===== src/rtl/sisc_pkg.sv =====
// Shared SISC definitions: opcode encodings, addressing mode, instruction
// field geometry and the fetch FSM state type.
package sisc_pkg;

   localparam logic [3:0] NOOP   = 4'd0;
   localparam logic [3:0] LOD    = 4'd1;
   localparam logic [3:0] STR    = 4'd2;
   localparam logic [3:0] SWP    = 4'd3;
   localparam logic [3:0] BRA    = 4'd4;
   localparam logic [3:0] BRR    = 4'd5;
   localparam logic [3:0] BNE    = 4'd6;
   localparam logic [3:0] BNR    = 4'd7;
   localparam logic [3:0] ALU_OP = 4'd8;
   localparam logic [3:0] HLT    = 4'd15;

   localparam logic [3:0] AM_IMM = 4'd8;

   // opcode occupies the top OPCODE_W bits, mm the next MM_W bits,
   // imm the low AW bits of the instruction word
   localparam int unsigned OPCODE_W = 4;
   localparam int unsigned MM_W     = 4;
   localparam int unsigned IMM_LSB  = 0;

   typedef enum logic [1:0] {
      ST_IDLE = 2'd0,
      ST_REQ  = 2'd1,
      ST_ERR  = 2'd2
   } fetch_state_t;

endpackage


===== src/rtl/sisc_fetch_unit_if.sv =====
// Instruction-memory read handshake: req/addr out, rdata/ack back.
interface sisc_fetch_unit_if #(
   parameter int unsigned AW = 16,
   parameter int unsigned IW = 32
);
   logic          imem_req;
   logic [AW-1:0] imem_addr;
   logic [IW-1:0] imem_rdata;
   logic          imem_ack;

   modport master (
      output imem_req,
      output imem_addr,
      input  imem_rdata,
      input  imem_ack
   );

   modport slave (
      input  imem_req,
      input  imem_addr,
      output imem_rdata,
      output imem_ack
   );
endinterface


===== src/rtl/sisc_pc_reg.sv =====
// Program counter with next-PC selection: increment, absolute or relative branch.
module sisc_pc_reg
   import sisc_pkg::*;
#(
   parameter int unsigned AW       = 16,
   parameter int unsigned RESET_PC = 0
) (
   input  logic          clk,
   input  logic          rst_f,
   input  logic          pc_rst,
   input  logic          pc_write,
   input  logic          pc_sel,
   input  logic          br_sel,
   input  logic [AW-1:0] imm,
   output logic [AW-1:0] pc
);

   logic [AW-1:0] next_pc;

   // next-PC mux; adders wrap mod 2^AW so imm works as a signed displacement
   always_comb begin
      next_pc = pc + AW'(1);
      if (pc_sel) begin
         next_pc = br_sel ? imm : (pc + imm);
      end
   end

   // PC register: reset > pc_rst > pc_write > hold
   always_ff @(posedge clk) begin
      if (!rst_f) begin
         pc <= AW'(RESET_PC);
      end else if (pc_rst) begin
         pc <= AW'(RESET_PC);
      end else if (pc_write) begin
         pc <= next_pc;
      end
   end

endmodule


===== src/rtl/sisc_fetch_unit.sv =====
// SISC fetch unit: PC, instruction register, imem fetch FSM and watchdog.
module sisc_fetch_unit
   import sisc_pkg::*;
#(
   parameter int unsigned AW       = 16,
   parameter int unsigned IW       = 32,
   parameter int unsigned RESET_PC = 0,
   parameter int unsigned TIMEOUT  = 15
) (
   input  logic                   clk,
   input  logic                   rst_f,
   input  logic                   pc_rst,
   input  logic                   pc_write,
   input  logic                   pc_sel,
   input  logic                   br_sel,
   input  logic                   ir_load,
   sisc_fetch_unit_if.master      imem,
   output logic [AW-1:0]          pc,
   output logic [IW-1:0]          ir,
   output logic [OPCODE_W-1:0]    opcode,
   output logic [MM_W-1:0]        mm,
   output logic                   fetch_busy,
   output logic                   imem_err
);

   localparam int unsigned WDW = $clog2(TIMEOUT + 1);

   fetch_state_t   state, state_next;
   logic [WDW-1:0] wd;
   logic           start_fetch;
   logic           take_ack;
   logic           time_out;
   logic           wd_last;

   assign wd_last = (wd == WDW'(TIMEOUT - 1));

   sisc_pc_reg #(
      .AW       (AW),
      .RESET_PC (RESET_PC)
   ) u_pc_reg (
      .clk      (clk),
      .rst_f    (rst_f),
      .pc_rst   (pc_rst),
      .pc_write (pc_write),
      .pc_sel   (pc_sel),
      .br_sel   (br_sel),
      .imm      (ir[IMM_LSB +: AW]),
      .pc       (pc)
   );

   // fetch FSM state register
   always_ff @(posedge clk) begin
      if (!rst_f) begin
         state <= ST_IDLE;
      end else begin
         state <= state_next;
      end
   end

   // fetch FSM transitions; pc_rst dominates so it aborts REQ and clears ERR
   always_comb begin
      state_next = state;
      unique case (state)
         ST_IDLE: if (!pc_rst && ir_load) state_next = ST_REQ;
         ST_REQ: begin
            if (pc_rst || imem.imem_ack) state_next = ST_IDLE;
            else if (wd_last)            state_next = ST_ERR;
         end
         ST_ERR:  if (pc_rst) state_next = ST_IDLE;
         default: state_next = ST_IDLE;
      endcase
   end

   // FSM outputs and datapath enables decoded from the current state
   always_comb begin
      imem.imem_req = (state == ST_REQ);
      fetch_busy    = (state == ST_REQ);
      imem_err      = (state == ST_ERR);
      start_fetch   = (state == ST_IDLE) && ir_load && !pc_rst;
      take_ack      = (state == ST_REQ) && !pc_rst && imem.imem_ack;
      time_out      = (state == ST_REQ) && !pc_rst && !imem.imem_ack && wd_last;
   end

   // fetch address latch, watchdog counter and instruction register
   always_ff @(posedge clk) begin
      if (!rst_f) begin
         imem.imem_addr <= '0;
         wd             <= '0;
         ir             <= '0;
      end else begin
         if (start_fetch) begin
            imem.imem_addr <= pc;
            wd             <= '0;
         end else if (state == ST_REQ && !imem.imem_ack) begin
            wd <= wd + WDW'(1);
         end
         if (take_ack) begin
            ir <= imem.imem_rdata;
         end else if (time_out) begin
            ir <= '0;
         end
      end
   end

   assign opcode = ir[IW-1 -: OPCODE_W];
   assign mm     = ir[IW-OPCODE_W-1 -: MM_W];

endmodule


===== src/flat_wrapper.sv =====
// flat-port wrapper written by rule: the top's interface ports become plain ports
module sisc_fetch_unit_flat import sisc_pkg::*;
#(
   parameter int unsigned AW       = 16,
   parameter int unsigned IW       = 32,
   parameter int unsigned RESET_PC = 0,
   parameter int unsigned TIMEOUT  = 15
)
  (clk, rst_f, pc_rst, pc_write, pc_sel, br_sel, ir_load, pc, ir, opcode, mm, fetch_busy, imem_err, imem_imem_req, imem_imem_addr, imem_imem_rdata, imem_imem_ack);
  sisc_fetch_unit_if #(.AW(AW), .IW(IW)) imem_i ();
  input  logic clk;
  input  logic rst_f;
  input  logic pc_rst;
  input  logic pc_write;
  input  logic pc_sel;
  input  logic br_sel;
  input  logic ir_load;
  output logic [AW-1:0] pc;
  output logic [IW-1:0] ir;
  output logic [OPCODE_W-1:0] opcode;
  output logic [MM_W-1:0] mm;
  output logic fetch_busy;
  output logic imem_err;
  output wire logic [$bits(imem_i.imem_req)-1:0] imem_imem_req;
  output wire logic [$bits(imem_i.imem_addr)-1:0] imem_imem_addr;
  input wire logic [$bits(imem_i.imem_rdata)-1:0] imem_imem_rdata;
  input wire logic [$bits(imem_i.imem_ack)-1:0] imem_imem_ack;
  assign imem_imem_req = imem_i.imem_req;
  assign imem_imem_addr = imem_i.imem_addr;
  assign imem_i.imem_rdata = imem_imem_rdata;
  assign imem_i.imem_ack = imem_imem_ack;
  sisc_fetch_unit #(.AW(AW), .IW(IW), .RESET_PC(RESET_PC), .TIMEOUT(TIMEOUT)) u_core (.clk(clk), .rst_f(rst_f), .pc_rst(pc_rst), .pc_write(pc_write), .pc_sel(pc_sel), .br_sel(br_sel), .ir_load(ir_load), .imem(imem_i), .pc(pc), .ir(ir), .opcode(opcode), .mm(mm), .fetch_busy(fetch_busy), .imem_err(imem_err));
endmodule

===== config.mk =====
export PLATFORM = sky130hd
export DESIGN_NAME = sisc_fetch_unit_flat
export DESIGN_NICKNAME = d
export VERILOG_FILES = /design/src/rtl/sisc_pkg.sv /design/src/rtl/sisc_fetch_unit_if.sv /design/src/rtl/sisc_pc_reg.sv /design/src/rtl/sisc_fetch_unit.sv /design/src/flat_wrapper.sv
export SDC_FILE = /design/constraint.sdc
export NUM_CORES = 1
export LEC_CHECK = 0
export BUFFER_PORTS_ARGS = -buffer_cell sky130_fd_sc_hd__buf_2
export CAP_MARGIN = 5
export CORE_UTILIZATION = 37
export DETAILED_ROUTE_END_ITERATION = 10
export HOLD_SLACK_MARGIN = 0.08
export PLACE_DENSITY_LB_ADDON = 0.25
export SLEW_MARGIN = 20
export SYNTH_ARGS = -nofsm -noshare
export SYNTH_HDL_FRONTEND = slang
export SYNTH_HIERARCHICAL = 1
export SYNTH_SLANG_ARGS = --single-unit

===== constraint.sdc =====
create_clock -name clk -period 1.95 [get_ports clk]
set_input_delay 0.2925 -clock clk [delete_from_list [all_inputs] [get_ports clk]]
set_output_delay 0.2925 -clock clk [all_outputs]
set_load 0.01 [all_outputs]

# Word level (Yosys, flattened, before mapping)
# Cells that the tools add are included.
totals:
  regBits: 70
  in_bits: 40
  out_inout_bits: 75
classes:
  addsub: 3
  n_eq_ne: 6
  mux: 9
  n_bitwise: 1
  reduce_logical: 16
ops:
  columns: ["op", "count"]
  rows:
  - ["2-to-1 mux 32 bit", 2]
  - ["2-to-1 mux 16 bit", 2]
  - ["adder 16 x 1 -> 16 bit (second input constant)", 1]
  - ["adder 16 bit", 1]
  - ["logical AND 1 bit", 8]
  - ["2-to-1 mux 2 bit", 4]
  - ["one-hot mux 2 bit (3 select lines)", 1]
  - ["adder 4 x 1 -> 4 bit (second input constant)", 1]
  - ["== test 4 bit (second input constant)", 1]
  - ["OR reduction 2 bit", 2]
  - ["!= test 3 x 1 -> 1 bit (second input constant)", 1]
  - ["AND reduction 3 bit", 1]
  - ["== test 2 x 1 -> 1 bit (second input constant)", 1]
  - ["== test 2 bit (second input constant)", 1]
  - ["logical NOT 1 bit", 2]
  - ["logical NOT 2 bit", 1]
  - ["!= test 2 x 1 -> 1 bit (second input constant)", 1]
  - ["!= test 2 bit (second input constant)", 1]
  - ["nonzero test 2 bit", 1]
  - ["logical OR 1 bit", 1]
  - ["inverter 1 bit", 1]

# Logic depth before layout (Yosys ltp)
# Gate-level depths: netlist (run 1).
depth:
  ltp_word: 6
  ltp_mapped: 9
  mapped_depth_nobuf: 9

# Cells and area by module
# The synthesis (run 1) kept the hierarchy.
modules_own_cells:
  columns: ["module", "n_inst", "cells_per_inst", "area_each_um2", "seq_area_each_um2"]
  rows:
  - ["sisc_fetch_unit", 1, 184, 1976.9, 1081.0]
  - ["sisc_pc_reg", 1, 247, 1815.5, 320.3]

# Worst setup path after synthesis (run 1)
# No wires, ideal clock.
synth_path:
  path_kind: "flip-flop to flip-flop"
  startpoint: "register u_core.u_pc_reg.pc[0]"
  endpoint: "register u_core.u_pc_reg.pc[10]"
  arrival_time_ns: 2.008
  setup_slack_ns: -0.176
  stages_incl_launch_ff: 10
  n_path_buf: 0
  synth_period_minus_slack_ns: 2.126
  path_cell_list: "dfxtp_1 ha_1 fa_1 a21oi_1 o221ai_2 a31oi_1 xor2_1 o21ai_0 a31oi_1 nor2_1"
synth_between:
  elab_chain_len: 3
synth_lines:
  columns: ["item", "line_no", "text"]
  rows:
  - ["from (decl)", "sisc_pc_reg.sv:15", "output logic [AW-1:0] pc"]
  - ["from (signal assigned)", "sisc_pc_reg.sv:31", "pc <= AW'(RESET_PC);"]
  - ["from (signal assigned)", "sisc_pc_reg.sv:33", "pc <= AW'(RESET_PC);"]
  - ["from (signal assigned)", "sisc_pc_reg.sv:35", "pc <= next_pc;"]
  - ["adder 16 bit", "sisc_pc_reg.sv:24", "next_pc = br_sel ? imm : (pc + imm);"]
  - ["2-to-1 mux 16 bit", "sisc_pc_reg.sv:24", null]
  - ["2-to-1 mux 16 bit (*)", "sisc_pc_reg.sv:23", "if (pc_sel) begin"]
# Every way passes the cells marked *; elsewhere a longest branch is shown, timed or not.
# A chain may end at the register's enable or synchronous reset.

# Final worst setup path (run 1)
# Same ends and word-level chain as after synthesis.

==> run summary, run 1 <==
Run status
* finished, violations left — status
* setup timing — violations in the final reports

Setup path
* flip-flop — CP startpoint kind
* compound AO/OA/AOI/OAI gates — kind of cell with the highest combined delay on the critical path
* u_core/u_pc_reg/pc[0] — reg-to-reg critical path startpoint
* 4 — Max FO, Critical Path
* -0.07 ns — worst setup slack for register-to-register paths
* ha_4 > fa_2 > a21oi_4 > o221ai_4 > a31oi_2 > xor2_1 > o21ai_1 > a31oi_1 > nor2_1 — cell-by-cell trace of the critical path
* flip-flop — critical path capture point type
* 0 — sum of buffers and inverters on the critical path
* 2.18 ns — critical path data required time
* 2.25 ns — arrival time of data at the critical path endpoint
* dfxtp_4 — highest-delay cell along the critical path
* u_core/u_pc_reg/pc[10] — destination of the worst register-to-register timing path
* flip-flop to flip-flop — classification of the worst setup path
* 9 — Register-to-Register Path Depth
* 0.37 ns — Slowest Stage Delay on Critical Path

Layout
* 0 — number of inserted diodes
* 40.1% — P&R area growth vs syn
* buf_2 — leading cell type in the layout, fill and taps excluded
* 0.412 — layout cells sized above 1
* 648 — Final Net Count
* 727 — Final Non-Filler Cells
* buf_2, buf_4, dfxtp_1 — top library cells by usage in the layout, fill and taps aside

Global routing
* 0 — antenna violations before repair
* 0 — grt ovf
* 33 — pin count of the biggest net entering global routing
* 3,479 — via count of the first global-routing pass
* 0.208 — global-route total usage across every layer
* 17.2 mm — wire length of the first global-routing pass

Floorplanning
* 103 um — Chip Height
* 115 — io pins
* 9860 sq um — core region area
* 103 um — Die W
* 0.384 — initial core utilization
* 36 — # rows
* 10,700 sq um — Die Area

Routing
* 15.4 um — average wire per standard cell
* 5.24 — via/cell ratio
* 233 — drt first-iter violations
* 0 — drc violations
* 11.2 mm — Detailed Route WL
* 5 — number of optimization iterations in the first detailed-route pass
* 0 — post-detailed-route count of antenna-violating nets
* 3,810 — DR vias

Clocking
* done — CTS tree
* 70 — Sink Count
* 0.35 ns — Skew-Pair Late Insertion Delay
* 9 — total clock buffers created by CTS
* 2 — Longest Clk Path Bufs
* clkbuf_8 — clock root buffer master
* 0 — hold buffers post-CTS
* 0.08 ns — register clock-pin slew on the reported worst setup and hold paths
* 3 — H-tree depth reported by CTS

Power
* 0.468 mV — worst vdd ir
* 2.35 mW — internal power consumption
* 591 nW/um^2 — power density normalized to cell area
* 0.251 — switch share
* 0.430 — Clk network pwr share
* 0.786 mW — switching power total
* 0.103 — Comb power frac
* 2.40 nW — static leakage power
* 0.467 — power share of the sequential group

Timing
* 0 — max-slew violation count
* 2.02 ns — Final Critical Period
* 0.496 GHz — highest attainable clock frequency
* 0.148 ns — Hold Slack
* 1.03 — final worst path period share
* true — setup repair after global routing missed its margin
* 0.542 ns — transition time at the pin with the least slew margin
* -0.0677 ns — setup slack after layout
* 6 — final count of negative-setup-slack endpoints
* 0 — hold violation count in the final report
* 0.0107 ns — Max Clock Skew
* 0.639 — Max-slew headroom

Synthesis
* 70 — total of flip-flops plus latches after synthesis
* 490 — synthesized net count
* 0.370 — sequential element share of the synthesized area
* 6 — YS warnings
* 8.80 sq um — Syn Area/Cell
* 0 — count of flip-flops with a built-in enable after synthesis
* dfxtp_1 — cell accounting for the most synthesized area
* dfxtp_1 — commonest register cell after synthesis
* 64 — post-synthesis cell type count
* 0.370 — area share of the leading cell type in the synthesized netlist
* dfxtp_1, a22o_1, ha_1 — top cells by area in the synthesized netlist
* 3790 sq um — Cell Area, Synth
* 0 — ys async rst share
* 431 — number of cells produced by synthesis

Place
* 0.930 — Placer Congestion
* 706 — post-placement cell count
* 114 — number of port buffers
* 8.13 mm — sum of net half-perimeters after detailed placement

Min path
* imem_imem_rdata[9] — Hold Path Origin
* u_core/ir[9] — sink of the worst hold path
* 2 — Worst Hold Depth
* input pin to flip-flop — Hold WC Path Type

Flow run
* 0 — number of max-capacitance violations reported

[logic make-up after synthesis]
group,synth area share
DFF,0.370
xor gates and xnor gates,0.0393
muxes,0.0238
and+or+nand+nor,0.177
adders and majority gates,0.0647
AOI/OAI and AO/OA,0.268
buffers and inverters,0.0581
[state kept, by name, summed over array words and instances (netlist names)]
| name | flops |
|---|---|
| u_core/ir | 32 |
| u_core/imem.imem_addr | 16 |
| u_core/u_pc_reg/pc | 16 |
| u_core/wd | 4 |
| u_core/state | 2 |
[cells in the mapped netlist, drive strengths merged, types with 3 or more instances]
| cell | number |
|---|---|
| a211oi | 6 |
| a21boi | 16 |
| a21oi | 24 |
| a22o | 32 |
| a22oi | 3 |
| a31oi | 6 |
| and3 | 7 |
| buf | 23 |
| clkbuf | 11 |
| dfxtp | 70 |
| ha | 18 |
| inv | 6 |
| mux2i | 9 |
| nand2 | 52 |
| nand2b | 9 |
| nand3 | 17 |
| nor2 | 28 |
| nor2b | 4 |
| nor3 | 4 |
| o211ai | 3 |
| o21ai | 25 |
| xnor2 | 9 |
| xor2 | 8 |
[through the flow]
| stage | area (sq um) | total power, mW | worst slack (ns) | setup TNS (ns) | util |
|---|---|---|---|---|---|
| 3_5_place_dp | 4920 | 1.81 | -0.128 | -0.393 | 0.499 |
| 4_1_cts | 5230 | 3.14 | -0.0204 | -0.0461 | 0.530 |
| 2_1_floorplan | 3910 | 1.68 | 0.00382 | 0 | - |
| 3_3_place_gp | 4920 | 1.81 | -0.0728 | -0.185 | 0.499 |
| 6_report | 5310 | 3.14 | -0.0677 | -0.264 | 0.539 |
| 5_1_grt | 5310 | 3.25 | -0.189 | -1.24 | 0.539 |
[area by class of cell]
class | instances | area, sq um
inverter | 6 | 22.5
clock buffer | 11 | 141
timing repair buffer | 181 | 1090
clock inverter | 5 | 81.3
tap | 133 | 166
fill | 952 | 4550
sequential | 70 | 1420
multi-input combinational | 321 | 2390
[how the worst max path moves through the flow]
stage,start,end,slack [ns],cells after the start
2_1_floorplan,u_core/u_pc_reg/pc[1],u_core/u_pc_reg/pc[15],0.004,8
3_3_place_gp,u_core/u_pc_reg/pc[0],u_core/u_pc_reg/pc[14],-0.07,10
3_5_place_dp,u_core/u_pc_reg/pc[0],u_core/u_pc_reg/pc[12],-0.13,9
4_1_cts,u_core/u_pc_reg/pc[4],u_core/u_pc_reg/pc[15],-0.02,8
5_1_grt,u_core/u_pc_reg/pc[0],u_core/u_pc_reg/pc[10],-0.19,9
6_report,u_core/u_pc_reg/pc[0],u_core/u_pc_reg/pc[10],-0.07,9
[per-layer routing]
layer / vias up / GRT usage / wire [um]
met5: - / 0 / 0
met4: 0 / 0.0704 / 124
met3: 14 / 0.0289 / 483
met2: 105 / 0.321 / 5170
met1: 1810 / 0.300 / 5390
li1: 1881 / - / -
[worst reg2reg max path: stages (launching register included)]
cell and delay (ns):
dfxtp_4 0.37, ha_4 0.18, fa_2 0.37, a21oi_4 0.19
o221ai_4 0.15, a31oi_2 0.18, xor2_1 0.20, o21ai_1 0.08
a31oi_1 0.14, nor2_1 0.05
[power groups by stage]
stage	clock, mW	combinational [mW]	sequential (mW)
after floorplan	0	0.167	1.51
after global routing	1.43	0.354	1.47
after CTS	1.36	0.316	1.46
after detailed placement	0	0.311	1.50
after global placement	0	0.307	1.50
final	1.35	0.325	1.46
[timing repair]
item                       in CTS  in global routing
hold endpoints to repair        0                  0
setup endpoints to repair       7                 10
setup buffers                   4                  1
resized for setup              13                 20
pin swaps                      14                  7
Power figures use the tool's default switching activity.
==> inputs of run 2 (changes only) <==
--- a/config.mk
+++ b/config.mk
@@ -5,7 +5,7 @@
 export SDC_FILE = /design/constraint.sdc
 export NUM_CORES = 1
 export LEC_CHECK = 0
-export BUFFER_PORTS_ARGS = -buffer_cell sky130_fd_sc_hd__buf_2
+export BUFFER_PORTS_ARGS = -buffer_cell sky130_fd_sc_hd__buf_4
 export CAP_MARGIN = 5
 export CORE_UTILIZATION = 37
 export DETAILED_ROUTE_END_ITERATION = 10
==> run summary, run 2 (synthesized netlist as in run 1, its figures left out) <==
Layout
* buf_4 — leading cell type in the layout, fill and taps excluded
* 649 — Final Net Count
* 0 — number of inserted diodes
* u_core/ir — Largest Register
* buf_4, dfxtp_1, nand2_1 — top library cells by usage in the layout, fill and taps aside
* 48.4% — P&R area growth vs syn
* 0.416 — layout cells sized above 1
* 32 — Largest register FFs
* u_core/ir (32), u_core/imem.imem_addr (16), u_core/u_pc_reg/pc (16) — top flop regs
* 5630 sq um — cell area after layout

Setup path
* 2.26 ns — arrival time of data at the critical path endpoint
* flip-flop — CP startpoint kind
* flip-flop to flip-flop — classification of the worst setup path
* 4 — Max FO, Critical Path
* 2.17 ns — critical path data required time
* flip-flop — critical path capture point type

Run status
* finished, violations left — status
* setup timing — violations in the final reports

Clocking
* 3 — H-tree depth reported by CTS
* 9 — total clock buffers created by CTS
* 70 — Sink Count
* clkbuf_8 — clock root buffer master
* done — CTS tree
* 0 — hold buffers post-CTS
* 2 — Longest Clk Path Bufs
* 0.35 ns — Skew-Pair Late Insertion Delay
* 0.08 ns — register clock-pin slew on the reported worst setup and hold paths

Timing
* 0.696 — Max-slew headroom
* 0.455 ns — transition time at the pin with the least slew margin
* 1.05 — final worst path period share
* 0.488 GHz — highest attainable clock frequency
* true — setup repair after global routing missed its margin
* 5 — final count of negative-setup-slack endpoints
* 0.00671 ns — Max Clock Skew
* -0.0985 ns — setup slack after layout
* -0.266 ns — setup_tns
* 0 — hold violation count in the final report
* 0 — max-slew violation count
* 2.05 ns — Final Critical Period

Power
* 0.474 mV — worst vdd ir
* 3.23 mW — total power of the final layout
* 574 nW/um^2 — power density normalized to cell area
* 2.45 nW — static leakage power

Place
* 5210 sq um — dpl cell area
* 8.15 mm — sum of net half-perimeters after detailed placement
* 0.938 — Placer Congestion
* 114 — number of port buffers

Routing
* 11.3 mm — Detailed Route WL
* 5.28 — via/cell ratio
* 0 — drc violations
* 3,842 — DR vias
* 0 — post-detailed-route count of antenna-violating nets
* 257 — drt first-iter violations
* 5 — number of optimization iterations in the first detailed-route pass
* 15.6 um — average wire per standard cell

Global routing
* 3,632 — via count of the first global-routing pass
* 0.211 — global-route total usage across every layer
* 0 — antenna violations before repair
* 33 — pin count of the biggest net entering global routing
* 17.3 mm — wire length of the first global-routing pass
* 0 — grt ovf

Floorplanning
* 103 um — Die W
* 9860 sq um — core region area
* 103 um — Chip Height
* 0.384 — initial core utilization
* 36 — # rows
* 10,700 sq um — Die Area
* 115 — io pins

Flow run
* 0 — number of max-capacitance violations reported

Min path
* input pin to flip-flop — Hold WC Path Type

-- run 2: per-stage QoR --
| stage | util | std cells | hold slack, ns | setup slack [ns] |
|---|---|---|---|---|
| after floorplan | - | 431 | 0.418 | 0.00382 |
| after detailed placement | 0.528 | 706 | 0.448 | -0.0982 |
| after global routing | 0.571 | 727 | 0.134 | -0.203 |
| after global placement | 0.528 | 706 | 0.445 | -0.0475 |
| final | 0.571 | 727 | 0.143 | -0.0985 |
| after CTS | 0.561 | 725 | 0.128 | -0.0659 |
-- run 2: area by class of cell --
| cell class | count | area, sq um |
|---|---|---|
| Clock buffer | 9 | 124 |
| Clock inverter | 6 | 111 |
| Fill cell | 898 | 4240 |
| Inverter | 6 | 22.5 |
| Multi-Input combinational cell | 321 | 2390 |
| Sequential cell | 70 | 1420 |
| Tap cell | 133 | 166 |
| Timing Repair Buffer | 182 | 1390 |
-- run 2: metal layers --
metal  global-route usage  vias to the layer above  routed length, um
met5                    0                        -                  0
met4               0.0953                        0                208
met3               0.0323                       19                676
met2                0.326                      148               5260
met1                0.292                     1789               5160
li1                     -                     1886                  -
-- run 2: critical path, stage by stage (launching register included) --
cell and delay (ns):
dfxtp_2 0.34, ha_4 0.30, o211ai_2 0.09, o211ai_2 0.24, a41oi_2 0.18, o31ai_2 0.28, xor2_1 0.20, mux2i_1 0.19
o22ai_1 0.09
-- run 2: worst paths after layout --
kind         slack, ns                       from  cells past startpoint                         to
max               -0.1      u_core/u_pc_reg/pc[4]                      8     u_core/u_pc_reg/pc[15]
min               0.14        imem_imem_rdata[27]                      2              u_core/ir[27]
max reg2reg       -0.1      u_core/u_pc_reg/pc[4]                      8     u_core/u_pc_reg/pc[15]
min reg2reg       0.45  u_core/imem.imem_addr[13]                      2  u_core/imem.imem_addr[13]
-- run 2: what timing repair did --
action                                  in CTS  in global routing
gates resized for setup                     16                 18
pin swaps                                   13                 10
endpoints found under the setup margin       6                 10
setup buffers                                4                  2
-- run 2: report_power, final --
group	leakage, nW	switching, mW	internal (mW)
Sequential	0.572	0.0186	1.45
Clock	0.115	0.566	0.842
Combinational	1.76	0.179	0.177
==> inputs of run 3 (changes only) <==
--- a/config.mk
+++ b/config.mk
@@ -5,6 +5,7 @@
 export SDC_FILE = /design/constraint.sdc
 export NUM_CORES = 1
 export LEC_CHECK = 0
+export ABC_AREA = 1
 export BUFFER_PORTS_ARGS = -buffer_cell sky130_fd_sc_hd__buf_4
 export CAP_MARGIN = 5
 export CORE_UTILIZATION = 37
==> run summary, run 3 <==
Run status
* complete, no violations — status

Timing
* 1.84 ns — Final Critical Period
* 0.00940 ns — Max Clock Skew
* 0 ns — setup_tns
* 0.377 ns — transition time at the pin with the least slew margin
* 0.544 GHz — highest attainable clock frequency
* 0.749 — Max-slew headroom
* 0 — final count of negative-setup-slack endpoints
* 0.112 ns — setup slack after layout
* 0 — hold violation count in the final report
* 0.942 — final worst path period share
* false — setup repair after global routing missed its margin
* 0 — max-slew violation count

Layout
* u_core/ir (32), u_core/imem.imem_addr (16), u_core/u_pc_reg/pc (16) — top flop regs
* nand2_1 — leading cell type in the layout, fill and taps excluded
* nand2_1, buf_4, a21oi_1 — top library cells by usage in the layout, fill and taps aside
* u_core/ir — Largest Register
* 30.3% — P&R area growth vs syn
* 0 — number of inserted diodes
* 32 — Largest register FFs
* 824 — Final Net Count
* 0.229 — layout cells sized above 1

Synthesis
* nand2_1 — count leader, synth
* dfxtp_1 — cell accounting for the most synthesized area
* 0.328 — area share of the leading cell type in the synthesized netlist
* 32 — post-synthesis cell type count
* 4270 sq um — Cell Area, Synth
* dfxtp_1 — commonest register cell after synthesis
* 6 — YS warnings
* 0 — mux cell area share after synthesis
* 0.0205 — post-synthesis xor/xnor area fraction
* 0.0574 — adder-cell area share of the yosys netlist
* 0.328 — sequential element share of the synthesized area
* 704 — synthesized net count
* 0.337 — basic-gate share of the synthesized area counting and, or, nand and nor cells
* 0 — ys async rst share
* nand2_1, a21oi_1, nand3_1 — ranking of synthesized cells by instance count
* 0 — count of flip-flops with a built-in enable after synthesis
* 645 — number of cells produced by synthesis
* 6.62 sq um — Syn Area/Cell
* 70 — total of flip-flops plus latches after synthesis
* 0.144 — synthesized-area fraction occupied by ao, oa, aoi and oai cells
* dfxtp_1, nand2_1, a21oi_1 — top cells by area in the synthesized netlist
* simple AND/OR/NAND/NOR gates — main combinational cell family by area after synthesis

Setup path
* 0 — sum of buffers and inverters on the critical path
* 2.10 ns — arrival time of data at the critical path endpoint
* 4 — Max FO, Critical Path
* fa_1 — highest-delay cell along the critical path
* 2.21 ns — critical path data required time
* u_core/ir[0] — startpoint of the worst setup timing path
* u_core/ir[0] — reg-to-reg critical path startpoint
* 0.11 ns — worst setup slack for register-to-register paths
* 0.39 ns — Slowest Stage Delay on Critical Path
* adder cells — kind of cell with the highest combined delay on the critical path
* flip-flop — CP startpoint kind
* u_core/u_pc_reg/pc[8] — destination of the worst register-to-register timing path
* 11 — Register-to-Register Path Depth
* flip-flop to flip-flop — classification of the worst setup path
* nand2_1 — dominant cell type by count on the critical path
* ha_1 > fa_1 > nand2_1 > nand2_1 > and2_1 > nand2_1 > nand2_1 > xnor2_2 > nand2_1 > nand2_1 > a21oi_1 — cell-by-cell trace of the critical path
* flip-flop — critical path capture point type

Routing
* 4,603 — DR vias
* 13.7 um — average wire per standard cell
* 266 — drt first-iter violations
* 5 — number of optimization iterations in the first detailed-route pass
* 0 — post-detailed-route count of antenna-violating nets
* 12.5 mm — Detailed Route WL
* 0 — drc violations
* 5.06 — via/cell ratio

Power
* 0.127 — Comb power frac
* 2.57 nW — static leakage power
* 3.38 mW — total power of the final layout
* 2.49 mW — internal power consumption
* 0.438 — power share of the sequential group
* 0.435 — Clk network pwr share
* 608 nW/um^2 — power density normalized to cell area
* 0.445 mV — worst vdd ir
* 0.893 mW — switching power total
* 0.264 — switch share

Global routing
* 0 — antenna violations before repair
* 19.9 mm — wire length of the first global-routing pass
* 4,031 — via count of the first global-routing pass
* 0 — grt ovf
* 0.212 — global-route total usage across every layer
* 35 — pin count of the biggest net entering global routing

Place
* 0.896 — Placer Congestion
* 9.62 mm — sum of net half-perimeters after detailed placement
* 0.142 ns — worst setup slack before clock tree synthesis
* 114 — number of port buffers

Floorplanning
* 115 — io pins
* 12,000 sq um — Die Area
* 109 um — Chip Height
* 0.387 — initial core utilization
* 38 — # rows
* 11,000 sq um — core region area
* 109 um — Die W

Min path
* 3 — Worst Hold Depth
* imem_imem_rdata[12] — Hold Path Origin
* u_core/ir[12] — sink of the worst hold path
* input pin to flip-flop — Hold WC Path Type

Clocking
* 0 — hold buffers post-CTS
* 9 — total clock buffers created by CTS
* 70 — Sink Count
* 0 — number of gates given a new drive strength after cts
* done — CTS tree
* clkbuf_16 — clock root buffer master
* 2 — Longest Clk Path Bufs
* 0 — Post-CTS Setup Bufs
* 3 — H-tree depth reported by CTS
* 0.33 ns — Skew-Pair Late Insertion Delay
* 0.06 ns — register clock-pin slew on the reported worst setup and hold paths

Flow run
* 0 — number of max-capacitance violations reported

## run 3: metrics by stage
step	hold slack, ns	util	cells	area (sq um)
finish	0.234	0.505	909	5570
global route	0.228	0.505	909	5570
detailed placement	0.455	0.480	894	5290
floorplan	0.452	-	645	4270
CTS	0.218	0.504	909	5560
global placement	0.449	0.480	894	5290
## run 3: cell families after synthesis
group	after synthesis
AND/OR/NAND/NOR	326
flip-flops	70
AO/OA/AOI/OAI	120
XOR/XNOR	10
buffers and inverters	100
adder cells (fa/ha/maj)	19
## run 3: worst max-delay path by stage
stage	slack [ns]	depth (start not counted)	to
after floorplan	0.16	11	u_core/u_pc_reg/pc[8]
after global placement	0.17	11	u_core/u_pc_reg/pc[8]
after detailed placement	0.14	10	u_core/u_pc_reg/pc[12]
after CTS	0.13	12	u_core/u_pc_reg/pc[14]
after global routing	0.01	10	u_core/u_pc_reg/pc[15]
final	0.11	11	u_core/u_pc_reg/pc[8]
## run 3: layout make-up
class | instances | area [sq um]
Clock buffer | 9 | 225
Clock inverter | 6 | 40.0
Fill cell | 1143 | 5470
Inverter | 64 | 240
Multi-Input combinational cell | 475 | 2390
Sequential cell | 70 | 1400
Tap cell | 140 | 175
Timing Repair Buffer | 145 | 1090
## run 3: metal layers
metal | GRT usage | part of all wire | vias up
li1 | - | - | 2342
met1 | 0.287 | 0.47 | 2126
met2 | 0.344 | 0.46 | 126
met3 | 0.0474 | 0.059 | 9
met4 | 0.0448 | 0.0057 | 0
met5 | 0 | 0 | -
## run 3: worst register-to-register path: cells and delay by family, from the launching register on
kind	cells	cell delay (ns)
xor+xnor	1	0.13
simple gates	7	0.58
fa+ha+maj	2	0.61
compound gates	1	0.12
flops	1	0.33
## run 3: power by group through the flow
stage / sequential, mW / combinational [mW] / clock (mW)
3_5_place_dp: 1.51 / 0.428 / 0
4_1_cts: 1.48 / 0.429 / 1.52
5_1_grt: 1.48 / 0.476 / 1.57
6_report: 1.48 / 0.431 / 1.47
2_1_floorplan: 1.53 / 0.220 / 0
3_3_place_gp: 1.51 / 0.421 / 0
